<file path="src/rtl/blit_sequencer.sv">
// Rectangle command sequencer for the blitter: walks a fill/copy command in
// row-major order into pipeline stage 1, then waits out the pipeline drain.
module blit_sequencer #(
    parameter int unsigned ADDR_W     = 26,
    parameter int unsigned DIM_W      = 12,
    parameter int unsigned PIPE_DEPTH = 4
) (
    input  logic              clock,
    input  logic              resetn,
    input  logic              cmd_valid,
    output logic              cmd_ready,
    input  logic [1:0]        cmd_op,
    input  logic [ADDR_W-1:0] cmd_dst_addr,
    input  logic [ADDR_W-1:0] cmd_dst_stride,
    input  logic [ADDR_W-1:0] cmd_src_addr,
    input  logic [ADDR_W-1:0] cmd_src_stride,
    input  logic [DIM_W-1:0]  cmd_width,
    input  logic [DIM_W-1:0]  cmd_height,
    input  logic [7:0]        cmd_color,
    input  logic              stall,
    output logic              p1_valid,
    output logic [1:0]        p1_op,
    output logic [ADDR_W-1:0] p1_dst_addr,
    output logic [ADDR_W-1:0] p1_src_addr,
    output logic [7:0]        p1_color,
    output logic              p1_last,
    output logic              busy,
    output logic              done
);

    localparam int unsigned CNT_W = $clog2(PIPE_DEPTH + 1);
    localparam logic [CNT_W-1:0] DRAIN_END = CNT_W'(PIPE_DEPTH);

    typedef enum logic [1:0] {
        S_IDLE  = 2'd0,
        S_RUN   = 2'd1,
        S_DRAIN = 2'd2
    } state_t;

    state_t            state, state_nxt;
    logic [DIM_W-1:0]  x, x_nxt, y, y_nxt;
    logic [DIM_W-1:0]  width_q, width_nxt, height_q, height_nxt;
    logic [ADDR_W-1:0] dst_row, dst_row_nxt, src_row, src_row_nxt;
    logic [ADDR_W-1:0] dst_stride_q, dst_stride_nxt, src_stride_q, src_stride_nxt;
    logic [CNT_W-1:0]  drain_cnt, drain_nxt;
    logic              p1_valid_nxt, p1_last_nxt;
    logic [1:0]        p1_op_nxt;
    logic [ADDR_W-1:0] p1_dst_nxt, p1_src_nxt;
    logic [7:0]        p1_color_nxt;
    logic              cmd_ready_nxt, busy_nxt, done_nxt;
    logic              row_end, col_end;

    // State and every registered output
    always_ff @(posedge clock or negedge resetn) begin
        if (!resetn) begin
            state        <= S_IDLE;
            x            <= '0;
            y            <= '0;
            width_q      <= '0;
            height_q     <= '0;
            dst_row      <= '0;
            src_row      <= '0;
            dst_stride_q <= '0;
            src_stride_q <= '0;
            drain_cnt    <= '0;
            p1_valid     <= 1'b0;
            p1_last      <= 1'b0;
            p1_op        <= '0;
            p1_dst_addr  <= '0;
            p1_src_addr  <= '0;
            p1_color     <= '0;
            cmd_ready    <= 1'b1;
            busy         <= 1'b0;
            done         <= 1'b0;
        end else begin
            state        <= state_nxt;
            x            <= x_nxt;
            y            <= y_nxt;
            width_q      <= width_nxt;
            height_q     <= height_nxt;
            dst_row      <= dst_row_nxt;
            src_row      <= src_row_nxt;
            dst_stride_q <= dst_stride_nxt;
            src_stride_q <= src_stride_nxt;
            drain_cnt    <= drain_nxt;
            p1_valid     <= p1_valid_nxt;
            p1_last      <= p1_last_nxt;
            p1_op        <= p1_op_nxt;
            p1_dst_addr  <= p1_dst_nxt;
            p1_src_addr  <= p1_src_nxt;
            p1_color     <= p1_color_nxt;
            cmd_ready    <= cmd_ready_nxt;
            busy         <= busy_nxt;
            done         <= done_nxt;
        end
    end

    // Next-state and next-output logic
    always_comb begin
        state_nxt      = state;
        x_nxt          = x;
        y_nxt          = y;
        width_nxt      = width_q;
        height_nxt     = height_q;
        dst_row_nxt    = dst_row;
        src_row_nxt    = src_row;
        dst_stride_nxt = dst_stride_q;
        src_stride_nxt = src_stride_q;
        drain_nxt      = drain_cnt;
        p1_valid_nxt   = p1_valid;
        p1_last_nxt    = p1_last;
        p1_op_nxt      = p1_op;
        p1_dst_nxt     = p1_dst_addr;
        p1_src_nxt     = p1_src_addr;
        p1_color_nxt   = p1_color;
        cmd_ready_nxt  = cmd_ready;
        busy_nxt       = busy;
        done_nxt       = 1'b0;
        row_end        = (x == width_q - DIM_W'(1));
        col_end        = (y == height_q - DIM_W'(1));

        unique case (state)
            S_IDLE: begin
                cmd_ready_nxt = 1'b1;
                busy_nxt      = 1'b0;
                if (cmd_valid) begin
                    width_nxt      = cmd_width;
                    height_nxt     = cmd_height;
                    dst_stride_nxt = cmd_dst_stride;
                    src_stride_nxt = cmd_src_stride;
                    dst_row_nxt    = cmd_dst_addr;
                    src_row_nxt    = cmd_src_addr;
                    x_nxt          = '0;
                    y_nxt          = '0;
                    p1_op_nxt      = cmd_op;
                    p1_color_nxt   = cmd_color;
                    p1_dst_nxt     = cmd_dst_addr;
                    p1_src_nxt     = cmd_src_addr;
                    cmd_ready_nxt  = 1'b0;
                    busy_nxt       = 1'b1;
                    if (cmd_width == '0 || cmd_height == '0) begin
                        // Empty rectangle: nothing enters the pipe, report done at once
                        state_nxt    = S_DRAIN;
                        drain_nxt    = DRAIN_END;
                        done_nxt     = 1'b1;
                        p1_valid_nxt = 1'b0;
                        p1_last_nxt  = 1'b0;
                    end else begin
                        state_nxt    = S_RUN;
                        p1_valid_nxt = 1'b1;
                        p1_last_nxt  = (cmd_width == DIM_W'(1)) && (cmd_height == DIM_W'(1));
                    end
                end
            end
            S_RUN: begin
                if (!stall) begin
                    if (row_end && col_end) begin
                        state_nxt    = S_DRAIN;
                        drain_nxt    = '0;
                        p1_valid_nxt = 1'b0;
                        p1_last_nxt  = 1'b0;
                    end else if (row_end) begin
                        x_nxt       = '0;
                        y_nxt       = y + DIM_W'(1);
                        dst_row_nxt = dst_row + dst_stride_q;
                        src_row_nxt = src_row + src_stride_q;
                        p1_dst_nxt  = dst_row + dst_stride_q;
                        p1_src_nxt  = src_row + src_stride_q;
                        p1_last_nxt = (width_q == DIM_W'(1)) &&
                                      (y + DIM_W'(1) == height_q - DIM_W'(1));
                    end else begin
                        x_nxt       = x + DIM_W'(1);
                        p1_dst_nxt  = dst_row + ADDR_W'(x + DIM_W'(1));
                        p1_src_nxt  = src_row + ADDR_W'(x + DIM_W'(1));
                        p1_last_nxt = col_end && (x + DIM_W'(1) == width_q - DIM_W'(1));
                    end
                end
            end
            S_DRAIN: begin
                if (drain_cnt >= DRAIN_END) begin
                    state_nxt     = S_IDLE;
                    cmd_ready_nxt = 1'b1;
                    busy_nxt      = 1'b0;
                end else if (!stall) begin
                    drain_nxt = drain_cnt + CNT_W'(1);
                    if (drain_cnt + CNT_W'(1) == DRAIN_END) begin
                        state_nxt     = S_IDLE;
                        done_nxt      = 1'b1;
                        cmd_ready_nxt = 1'b1;
                        busy_nxt      = 1'b0;
                    end
                end
            end
            default: begin
                state_nxt = S_IDLE;
            end
        endcase
    end

endmodule
</file>
<file path="config.mk">
export PLATFORM = sky130hd
export DESIGN_NAME = blit_sequencer
export DESIGN_NICKNAME = d
export VERILOG_FILES = /design/src/rtl/blit_sequencer.sv
export SDC_FILE = /design/constraint.sdc
export NUM_CORES = 1
export LEC_CHECK = 0
export BUFFER_PORTS_ARGS = -buffer_cell sky130_fd_sc_hd__buf_4
export CAP_MARGIN = 5
export CORE_MARGIN = 1
export CORE_UTILIZATION = 44
export DETAILED_ROUTE_END_ITERATION = 6
export PLACE_DENSITY = 0.77
export SETUP_SLACK_MARGIN = 0.3
export SLEW_MARGIN = 20
export SYNTH_ARGS = -nofsm -noshare
export SYNTH_HDL_FRONTEND = slang
export SYNTH_SLANG_ARGS = --single-unit
</file>
<file path="constraint.sdc">
create_clock -name clock -period 3.75 [get_ports clock]
set_input_delay 0.5625 -clock clock [delete_from_list [all_inputs] [get_ports clock]]
set_output_delay 0.5625 -clock clock [all_outputs]
set_load 0.1 [all_outputs]
</file>
==> flow_summary.json <==
{
  "status": "finished, violations left",
  "violations": "design-rule violations, negative hold slack",
  "rsz0062_at_grt": "yes",
  "hold_ws_ns": -0.0187,
  "min_period_ns": 3.53,
  "max_freq_mhz": 283,
  "synthMostInstantiatedCell": "dfrtp_1",
  "cts_buffers": 29,
  "critPathBufInv": 4,
  "drv_cap": 0,
  "syn_area_per_cell_um2": 8.90,
  "vias_per_cell": 6.09,
  "path_clk_slew_ns": 0.06,
  "arrival_ns": 3.98,
  "ys_top_cells_by_area": "dfrtp_1 (35%), ha_1 (7.2%), mux2_2 (6.3%), xnor2_1 (5.1%), o21ai_0 (5.0%)",
  "wirelength_um": 53700,
  "crit_path_start_kind": "flop",
  "syn_area_mm2": 0.0160,
  "endpoint_kind": "flop",
  "pre_cts_ws_ns": -0.00983,
  "cts_tree": "yes",
  "clkSinkCount": 224,
  "crit_type": "reg2reg",
  "drc": 22,
  "worstPathRequired_ns": 4.20,
  "cp_top_family": "simple AND/OR/NAND/NOR gates",
  "cts_max_path_buffers": 3,
  "layout_setup_ws_ns": 0.220,
  "synth_top_area_share_pct": 34.9,
  "grt-ovfl-total": 0,
  "grt_usage_pct": 27.7,
  "htree_levels": 1,
  "io_pins": 209,
  "async_flop_share_pct": 100,
  "dr.pass1.iters": 7,
  "start_util_pct": 44.9,
  "synthToLayoutAreaGrowth_pct": 29.2,
  "slew_viol_final": 0,
  "grt_max_degree": 85,
  "cpMostUsedCell": "or4_4",
  "grt_antenna_before_repair": 0,
  "ys_seq_elements": 224,
  "worst_clock_skew_ns": 0.0243,
  "first_iter_violations": 1211,
  "grt_pass1_wl_um": 80400,
  "ctsHoldBuffers": 0,
  "dp_hpwl_um": 37100,
  "ys_seq_area_share_pct": 35.0,
  "hold_viol": 20,
  "setup_violations": 0,
  "wl_per_cell_um": 20.9,
  "synth_nets": 2035,
  "yosysTopAreaCell": "dfrtp_1",
  "slew_headroom_pct": 34.2,
  "place.gp.congestion": 0.949,
  "drive_gt1_share_pct": 28.6,
  "max_stage_delay_ns": 0.52,
  "tightest_slew_ns": 0.987,
  "synth_edf_count": 0,
  "port_buffers": 208,
  "ys_types": 79,
  "ys.flop_type": "dfrtp_1",
  "ys_warn_count": 0,
  "slowest_stage": "or4_4",
  "num_vias": 15700,
  "hold_class": "in2async",
  "grt_pass1_vias": 15100,
  "final_nets": 2330,
  "fp.coreArea_mm2": 0.0357,
  "cp_max_fo": 6,
  "antenna_cells": 0,
  "period_share_pct": 94.1,
  "root_buffer": "clkbuf_16",
  "synth.cells.most_frequent": "dfrtp_1 (223), nand2_1 (186), o21ai_0 (159), a21oi_1 (127), nor2_1 (123)",
  "detail-route-antenna-nets": 0,
  "fp-row-count": 69,
  "die_x_um": 193,
  "synthesis.instances": 1797,
  "clk_latency_ns": 0.58,
  "path_cells": "inv_2 > ha_4 > or3b_4 > o21a_1 > o31a_1 > or4_4 > or4_4 > o31ai_4 > buf_6 > buf_12 > clkbuf_16 > o31ai_2",
  "die_area_mm2": 0.0371,
  "chipHeight_um": 193
}
-- stage by stage --
step	cells	TNS, ns	instance area [um2]	util (%)	hold slack, ns
after floorplan	1797	0	16000	-	0.267
after global placement	2469	0	18600	52.0	0.475
after detailed placement	2469	-0.0177	18600	52.0	0.478
after CTS	2546	0	20000	56.0	0.00767
after global routing	2574	0	20700	58.0	0.0369
final	2574	0	20700	58.0	-0.0187
-- path summary, 6_finish.rpt --
check | from | to | slack (ns) | cells after the start
max in group asynchronous | resetn | p1_src_addr[4]$_DFFE_PN0P_ | 2.83 | 2
worst min-delay path | resetn | width_q[1]$_DFFE_PN0P_ | -0.02 | 1
min in group clock | cmd_src_stride[12] | src_stride_q[12]$_DFFE_PN0P_ | 0.21 | 2
worst max-delay path | width_q[1]$_DFFE_PN0P_ | p1_dst_addr[12]$_DFFE_PN0P_ | 0.22 | 12
worst min register to register | p1_dst_addr[23]$_DFFE_PN0P_ | p1_dst_addr[23]$_DFFE_PN0P_ | 0.49 | 2
worst max register to register | width_q[1]$_DFFE_PN0P_ | p1_dst_addr[12]$_DFFE_PN0P_ | 0.22 | 12
-- per-layer routing --
metal | vias up | wire length [um] | global-route usage (%)
met3 | 191 | 4630 | 4.56
met5 | - | 0 | 0
met2 | 791 | 24100 | 44.3
li1 | 7115 | - | -
met1 | 7567 | 21800 | 36.0
met4 | 0 | 3170 | 13.6
-- state kept, by name, summed over array words and instances (netlist names), 3 cells and up --
register and count:
width_q 12, drain_cnt 3, p1_color 8, x 12, height_q 12, src_stride_q 26, dst_row 26, p1_src_addr 26
src_row 26, y 12, dst_stride_q 26, p1_dst_addr 26
-- area by class of cell --
class                   count  area [um2]
well taps                 461         577
fillers                  3075       15000
clock buffers              41         821
inverters                  50         188
clock inverters            11         134
repair buffers            348        3020
flip-flops and latches    224        5610
multi-input cells        1439       10300
-- layout by cell type, fill, tap and decap left out, types with 27 or more instances in the layout --
| cell | netlist | routed |
|---|---|---|
| a211oi_1 | 32 | 30 |
| ha_1 | 92 | 87 |
| xnor2_1 | 94 | 92 |
| nor2_1 | 123 | 114 |
| o21ai_0 | 159 | 125 |
| nand3_1 | 47 | 43 |
| a21oi_1 | 127 | 123 |
| nand2_1 | 186 | 166 |
| nor2b_1 | 30 | 30 |
| nor3_1 | 43 | 41 |
| clkbuf_16 | 0 | 37 |
| o211ai_1 | 27 | 27 |
| dfrtp_1 | 223 | 219 |
| xor2_1 | 50 | 47 |
| mux2_2 | 90 | 90 |
| a21o_1 | 35 | 35 |
| inv_1 | 50 | 46 |
| buf_4 | 5 | 314 |
| o21ai_1 | 4 | 30 |
-- logic make-up (layout without fill, tap and decap cells) --
kind of cell | after synthesis | after routing | share of synthesized area [%]
DFF | 224 | 224 | 35.0
and+or+nand+nor | 555 | 555 | 16.7
xor gates and xnor gates | 149 | 149 | 8.60
adders and majority gates | 96 | 96 | 7.70
AOI/OAI and AO/OA | 531 | 532 | 21.1
muxes | 107 | 107 | 7.40
buffers and inverters | 135 | 450 | 3.48
-- what timing repair did --
action                                  CTS  global route
endpoints found under the setup margin  104           114
resized for setup                        40           120
pin swaps                                13            35
cloned                                    5            10
buffers inserted                         20            18
Power is left out: the tool's default activity adds up to more than one toggle a clock period on the data nets, which glitch-free logic cannot reach.
